### config.mk
export PLATFORM = sky130hd
export DESIGN_NAME = rr_arbiter_4
export DESIGN_NICKNAME = d
export VERILOG_FILES = /design/src/rtl/arb_pkg.sv /design/src/rtl/prio_enc_4to2.sv /design/src/rtl/rr_arbiter_4.sv
export SDC_FILE = /design/constraint.sdc
export NUM_CORES = 1
export LEC_CHECK = 0
export ABC_AREA = 0
export ABC_CLOCK_PERIOD_IN_PS = 4800
export CORE_MARGIN = 1.5
export CORE_UTILIZATION = 56
export CTS_BUF_LIST = sky130_fd_sc_hd__clkbuf_8 sky130_fd_sc_hd__clkbuf_16
export DETAILED_ROUTE_END_ITERATION = 12
export GPL_TIMING_DRIVEN = 1
export PLACE_DENSITY = 0.8
export SETUP_SLACK_MARGIN = 0.2
export SLEW_MARGIN = 20
export SYNTH_ARGS = -nofsm -noshare
export SYNTH_HDL_FRONTEND = slang
export SYNTH_SLANG_ARGS = --single-unit
### constraint.sdc
create_clock -name clk -period 4.8 [get_ports clk]
set_clock_uncertainty 0.05 [all_clocks]
set_input_delay 0.96 -clock clk [delete_from_list [all_inputs] [get_ports clk]]
set_output_delay 0.96 -clock clk [all_outputs]
set_load 0.1 [all_outputs]
### src/rtl/arb_pkg.sv
// Shared types, sizes and helpers for the round-robin arbiter slice.
package arb_pkg;

  localparam int unsigned ARB_N   = 4;
  localparam int unsigned ARB_IDW = 2;

  typedef enum logic {
    ARB_IDLE,
    ARB_BUSY
  } arb_state_e;

  // Rotate right so that requester 'amt' lands on bit 0 (highest priority).
  function automatic logic [ARB_N-1:0] rotr4(input logic [ARB_N-1:0]   vec,
                                             input logic [ARB_IDW-1:0] amt);
    logic [ARB_N-1:0] r;
    case (amt)
      2'd0:    r = vec;
      2'd1:    r = {vec[0], vec[3:1]};
      2'd2:    r = {vec[1:0], vec[3:2]};
      default: r = {vec[2:0], vec[3]};
    endcase
    return r;
  endfunction

endpackage

### src/rtl/prio_enc_4to2.sv
// 4-to-2 priority encoder: lowest set bit wins; idx=0, any=0 when nothing is set.
module prio_enc_4to2
  import arb_pkg::*;
(
  input  logic [ARB_N-1:0]   in,
  output logic [ARB_IDW-1:0] idx,
  output logic               any
);

  always_comb begin
    idx = '0;
    any = |in;
    if (in[0])      idx = 2'd0;
    else if (in[1]) idx = 2'd1;
    else if (in[2]) idx = 2'd2;
    else if (in[3]) idx = 2'd3;
  end

endmodule

### src/rtl/rr_arbiter_4.sv
// Round-robin arbiter for 4 requesters with a bounded hold time per owner.
module rr_arbiter_4
  import arb_pkg::*;
#(
  parameter int unsigned MAX_HOLD = 8
) (
  input  logic               clk,
  input  logic               rst,
  input  logic [ARB_N-1:0]   req,
  output logic [ARB_N-1:0]   gnt,
  output logic [ARB_IDW-1:0] gnt_id,
  output logic               gnt_valid
);

  localparam int unsigned HW = $clog2(MAX_HOLD) + 1;
  localparam logic [HW-1:0] HOLD_LAST = HW'(MAX_HOLD - 1);

  arb_state_e         state, state_n;
  logic [ARB_IDW-1:0] ptr, ptr_n;
  logic [HW-1:0]      hold_cnt, hold_n;
  logic [ARB_N-1:0]   gnt_n;
  logic [ARB_IDW-1:0] gnt_id_n;

  logic [ARB_IDW-1:0] base;
  logic [ARB_IDW-1:0] enc_idx;
  logic               enc_any;
  logic [ARB_IDW-1:0] win;

  // While busy the search starts just past the owner, so an expiring owner
  // that still requests naturally ranks last and wins only when alone.
  assign base = (state == ARB_BUSY) ? gnt_id + 2'd1 : ptr;

  prio_enc_4to2 u_enc (
    .in  (rotr4(req, base)),
    .idx (enc_idx),
    .any (enc_any)
  );

  assign win       = enc_idx + base;
  assign gnt_valid = |gnt;

  always_comb begin
    state_n  = state;
    ptr_n    = ptr;
    hold_n   = hold_cnt;
    gnt_n    = gnt;
    gnt_id_n = gnt_id;
    case (state)
      ARB_IDLE: begin
        if (enc_any) begin
          state_n       = ARB_BUSY;
          gnt_n         = '0;
          gnt_n[win]    = 1'b1;
          gnt_id_n      = win;
          hold_n        = '0;
          ptr_n         = win + 2'd1;
        end
      end
      ARB_BUSY: begin
        if (req[gnt_id] && (hold_cnt < HOLD_LAST)) begin
          hold_n = hold_cnt + HW'(1);
        end else if (enc_any) begin
          gnt_n         = '0;
          gnt_n[win]    = 1'b1;
          gnt_id_n      = win;
          hold_n        = '0;
          ptr_n         = win + 2'd1;
        end else begin
          state_n = ARB_IDLE;
          gnt_n   = '0;
        end
      end
      default: state_n = ARB_IDLE;
    endcase
  end

  always_ff @(posedge clk) begin
    if (rst) begin
      state    <= ARB_IDLE;
      ptr      <= '0;
      hold_cnt <= '0;
      gnt      <= '0;
      gnt_id   <= '0;
    end else begin
      state    <= state_n;
      ptr      <= ptr_n;
      hold_cnt <= hold_n;
      gnt      <= gnt_n;
      gnt_id   <= gnt_id_n;
    end
  end

  always_ff @(posedge clk) begin
    if (!rst) begin
      assert (!$isunknown(req));
      assert ($onehot0(gnt));
      assert (gnt_valid == (|gnt));
      if (gnt_valid) assert (gnt[gnt_id]);
    end
  end

endmodule

==> key figures, run 1 <==
Status
  • Outcome: completed

CTS
  • # clock sinks: 13
  • H-tree levels: 1
  • CTS resizes: 0
  • Cts hold-fix bufs: 0
  • TritonCTS buffer count: 3
  • Number of setup buffers added after CTS: 0
  • Clock buffer depth: 2
  • CTS tree: done
  • CTS clk-pin slew, worst paths: 60 ps
  • Clk root buf: clkbuf_8
  • Clk_lat worst skew: 240 ps

Synthesis
  • Cell taking the most area after synthesis: dfxtp_1
  • Syn Inst Count: 109
  • Distinct cells, synth: 39
  • Syn_nets: 121
  • Yosys top cell area share: 0.285
  • Post-Synthesis Cell Area: 915 sq um
  • Yosys warns: 0
  • Sequential-to-total area share from yosys stat: 0.285
  • Top post-synthesis cells by area: dfxtp_1, ha_1, nor2_1
  • Syn Area/Cell: 8.39 sq um
  • Register bit total from synthesis: 13

Worst setup path
  • Worst path bufs/invs: 3
  • Crit path kind: input pin to flop
  • Flop2flop setup slack: 1860 ps
  • CP Cell Sequence: clkdlybuf4s50_1 -> inv_1 -> a21o_2 -> a21oi_1 -> o22a_1 -> ha_1 -> inv_1 -> a211oi_1 -> or2_2 -> xor2_1 -> ha_1 -> mux2i_1 -> nor2_1
  • Slowest stage delay, CP: 640 ps
  • FF-to-FF Start: gnt_id[0]$_SDFFE_PP0P_
  • Critical Path AT: 3530 ps
  • WP data required: 4870 ps
  • CP endpoint kind: flop
  • Startpoint Class: input pin
  • CP delay by family, top: buffers and inverters
  • Worst reg2reg endpoint: ptr[1]$_SDFFE_PP0P_
  • Maximum fanout along the worst path: 9
  • Crit-path slowest cell: clkdlybuf4s50_1
  • Worst reg-to-reg path cell count: 13

Route
  • Vias: 790
  • Met2 routed WL: 899 um
  • Starting DRT DRC Count: 11
  • DRT Pass-1 Iters: 4
  • DR WL met3: 65 um
  • ANT nets after route: 0
  • Vias per inst: 5.90
  • Metal1 wirelength: 874 um
  • Routed WL: 1870 um
  • DR WL/cell: 13.9 um
  • DRC: 0
  • Highest Signal Layer: met4

STA
  • Actual slew at the worst max-slew pin: 979 ps
  • Setup_tns: 0 ps
  • Final period util: 0.721
  • Fin crit period: 3460 ps
  • Fin. Hold Viols: 0
  • Final setup vio count: 0
  • Unrepaired setup endpoints after global routing: false
  • Max-slew headroom: 0.345
  • Fin. max-slew vios: 0
  • Max Fclk: 289 MHz

Global routing
  • GRT Total Usage: 0.227
  • Congestion Overflow GR: 0
  • Global-route wire length before repair: 3150 um
  • Initial antenna violation count: 0
  • Vias in the first global route: 714
  • Largest net degree at the start of global routing: 15

Die
  • Starting Density: 0.600
  • Number of I/O pins: 13
  • Row cnt: 14
  • Core Area: 1520 sq um
  • Die area: 1880 sq um
  • Die width: 43.4 um
  • Chip height: 43.4 um

Final layout
  • # diodes: 0
  • Filler cells: 118
  • Commonest non-fill, non-tap cells in the layout: nor2_1, dfxtp_1, clkdlybuf4s50_1, a21oi_1, inv_1
  • Layout cells sized above 1: 0.127
  • Area growth syn-to-layout: 16.8%
  • Nets: 131

Worst hold path
  • Hold path startpoint: hold_cnt[3]$_SDFF_PP0_
  • Worst Hold End: hold_cnt[3]$_SDFF_PP0_
  • Worst Hold Class: flop to flop
  • Hold Crit Depth: 2

Placed design
  • PortBufs: 12
  • DPL Wire Length: 1380 um
  • Final Wtd Congestion: 0.890

Job
  • Max_cap viols: 0
cell families after synthesis:
family	after synthesis	synth area share
buf+inv	14	0.0643
mux	6	0.0848
fa+ha+maj	6	0.0821
xor+xnor	3	0.0369
compound gates	30	0.228
flops	13	0.285
simple gates	37	0.219
cell type report:
class	instances	area (sq um)	area share
Timing Repair Buffer	12	120	0.112
Tap cell	16	20.0	0.0187
Multi-Input combinational cell	82	596	0.557
Clock inverter	1	5.00	0.00468
Sequential cell	13	260	0.244
Clock buffer	3	41.3	0.0386
Inverter	7	26.3	0.0246
worst max-delay path by stage:
stage	cells after the start	to	start
CTS	13	ptr[1]$_SDFFE_PP0P_	req[3]
floorplan	14	ptr[1]$_SDFFE_PP0P_	gnt_id[0]$_SDFFE_PP0P_
detailed placement	13	ptr[1]$_SDFFE_PP0P_	req[3]
finish	13	ptr[1]$_SDFFE_PP0P_	req[3]
global route	13	ptr[1]$_SDFFE_PP0P_	req[3]
global placement	14	ptr[1]$_SDFFE_PP0P_	req[2]
per-layer routing:
metal / up-vias / GRT usage
li1: 411 / -
met1: 362 / 0.303
met2: 15 / 0.358
met3: 2 / 0.0375
met4: 0 / 0.109
met5: - / 0
state kept, by name, indices dropped and copies added (netlist names):
| signal | cells |
|---|---|
| state | 1 |
| ptr | 2 |
| gnt | 4 |
| hold_cnt | 4 |
| gnt_id | 2 |
synth_stat cells (all sizes together):
cell     number
dfxtp        13
o21ai         4
a21o          2
a31o          1
a311oi        2
and3          2
o32ai         1
or3           1
xor2          2
a211oi        2
o211a         1
nor3          2
nand4         1
a22oi         5
a2111oi       1
nor2b         3
or2           2
a211o         1
o22a          1
mux2i         4
mux4          1
inv           7
ha            6
xnor2         1
clkbuf        3
a21oi         9
nand2         6
nor2         14
nor3b         1
nor4          4
or4           1
mux2          1
buf           4
worst register-to-register path: stages (launching register included):
cell and delay [ps]:
dfxtp_1 550, xor2_2 160, a21oi_2 300, a21oi_1 110
o32ai_1 150, o22a_1 170, ha_1 130, inv_1 50
a211oi_1 260, or2_2 210, xor2_1 200, ha_1 260
mux2i_1 140, nor2_1 50
metrics by stage:
stage	setup WS, ps	cells	util	instance area (sq um)	hold WS, ps
after floorplan	1400	109	-	915	376
after global placement	1180	130	0.671	1020	395
after CTS	1370	134	0.701	1070	413
after global routing	1120	134	0.701	1070	454
final	1340	134	0.701	1070	411
after detailed placement	1100	130	0.671	1020	407
Power of run 1 is not shown: default switching activity piles up to over one toggle a cycle in this logic, so the estimate is an artifact.
==> run 2, diff against run 1 <==
ABC_CLOCK_PERIOD_IN_PS = 3500   (was 4800)
CORE_UTILIZATION = 52   (was 56)
PLACE_DENSITY = 0.75   (was 0.8)
clock period = 3.5 ns   (was 4.8 ns; I/O delays follow)
==> run 2 against run 1 <==
Sequential share of layout area shrank 0.50 points. Non-clock buffer count grew 3. Via count grew 3.7%. Count of clock-buffer cells in the layout is the same. Final area grew 2.6%. Wire length grew 6.0%.
==> key figures, run 2 (same netlist as run 1, synthesis figures left out) <==
Worst setup path
  • Crit path kind: input pin to flop
  • Maximum fanout along the worst path: 5 (-4)
  • CP endpoint kind: flop
  • Startpoint Class: input pin
  • WP data required: 3570 ps (-1300 ps)
  • Critical Path AT: 3140 ps (-390 ps)

Final layout
  • Commonest non-fill, non-tap cells in the layout: nor2_1, dfxtp_1, clkdlybuf4s50_1, inv_1, a21oi_1
  • Area growth syn-to-layout: 19.8%
  • Layout cells sized above 1: 0.174 (+0.0464)
  • # diodes: 0 (unchanged)
  • Nets: 134 (+2.3%)
  • Commonest non-fill, non-tap cell in the layout: nor2_1
  • Finished Layout Cells: 137 (+2.2%)
  • Top flop regs: gnt x4, hold_cnt x4

Route
  • ANT nets after route: 0 (unchanged)
  • DRC: 0 (unchanged)
  • Vias: 819 (+3.7%)
  • DR WL/cell: 14.5 um (+3.7%)
  • Vias per inst: 5.98 (+1.4%)
  • Starting DRT DRC Count: 25 (+14)
  • DRT Pass-1 Iters: 4 (unchanged)
  • Routed WL: 1980 um (+6.0%)

CTS
  • Cts hold-fix bufs: 0 (unchanged)
  • H-tree levels: 1 (unchanged)
  • # clock sinks: 13 (unchanged)
  • Clock buffer depth: 2 (unchanged)
  • Clk root buf: clkbuf_8
  • CTS tree: done
  • Clk_lat worst skew: 250 ps (about the same)
  • CTS clk-pin slew, worst paths: 50 ps (about the same)
  • TritonCTS buffer count: 3 (unchanged)

Die
  • Row cnt: 14 (unchanged)
  • Die width: 44.9 um (+3.5%)
  • Number of I/O pins: 13 (unchanged)
  • Core Area: 1580 sq um (+3.4%)
  • Die area: 2020 sq um (+7.1%)
  • Chip height: 44.9 um (+3.5%)
  • Starting Density: 0.580 (-0.0200)

Placed design
  • DPL Wire Length: 1440 um (+4.4%)
  • Placed cells: 133 (+2.3%)
  • PortBufs: 12 (unchanged)
  • Final Wtd Congestion: 0.860 (-3.4%)
  • Setup WS pre-CTS: 110 ps (-988 ps)

STA
  • Final setup vio count: 0 (unchanged)
  • Actual slew at the worst max-slew pin: 975 ps (-4.34 ps)
  • Setup_tns: 0 ps (unchanged)
  • Fin. Hold Viols: 0 (unchanged)
  • Unrepaired setup endpoints after global routing: false
  • Fin. max-slew vios: 0 (unchanged)
  • Final period util: 0.878
  • Max-slew headroom: 0.348 (+0.00290)
  • Fin crit period: 3070 ps
  • Final WS setup: 428 ps (-912 ps)
  • Hold WS: 422 ps (+11.5 ps)
  • Max Fclk: 325 MHz

Job
  • Max_cap viols: 0 (unchanged)

Global routing
  • Global-route wire length before repair: 3400 um (+7.9%)
  • Vias in the first global route: 763 (+6.9%)
  • Largest net degree at the start of global routing: 15 (unchanged)
  • Initial antenna violation count: 0 (unchanged)
  • GRT Total Usage: 0.237 (+0.0106)
  • Congestion Overflow GR: 0 (unchanged)

Worst hold path
  • Worst Hold Class: flop to flop

Status
  • Outcome: completed
[run 2: area by class of cell]
cell class | count | area, sq um
Clock inverter | 1 | 3.75
Sequential cell | 13 | 262
Clock buffer | 3 | 41.3
Fill cell | 140 | 480
Tap cell | 16 | 20.0
Multi-Input combinational cell | 82 | 603
Inverter | 7 | 26.3
Timing Repair Buffer | 15 | 140
[run 2: layer usage]
metal	vias up	GRT usage	wire length (um)	share of wire
met4	0	0.106	40	0.020
met5	-	0	0	0
met1	386	0.340	950	0.48
met3	5	0.0640	65	0.033
li1	417	-	-	-
met2	11	0.331	924	0.47
[run 2: worst paths after layout]
kind,start,to,slack (ps),cells past startpoint
hold reg to reg,hold_cnt[3]$_SDFF_PP0_,hold_cnt[3]$_SDFF_PP0_,420,2
hold / removal,hold_cnt[3]$_SDFF_PP0_,hold_cnt[3]$_SDFF_PP0_,420,2
setup / recovery,req[3],gnt[1]$_SDFFE_PP0P_,430,13
setup reg to reg,gnt_id[1]$_SDFFE_PP0P_,gnt[1]$_SDFFE_PP0P_,660,13
[run 2: what timing repair did]
action | CTS | global route
resized for setup | 0 | 2
setup buffers | 0 | 0
setup endpoints to repair | 0 | 3
[run 2: critical path: stages]
cell and delay, ps:
clkdlybuf4s50_1 560, inv_1 110, a21o_2 190, a21oi_1 150
o22a_1 150, ha_1 130, inv_1 50, o211a_1 110
or2_2 320, xnor2_1 160, ha_1 210, a22oi_1 220
nor2_1 60
[run 2: stage by stage]
stage	area (sq um)	utilization
final	1100	0.695
after global placement	1040	0.660
after floorplan	916	-
after detailed placement	1040	0.660
after CTS	1090	0.689
after global routing	1100	0.695
Power of run 2 is left out for the same reason.
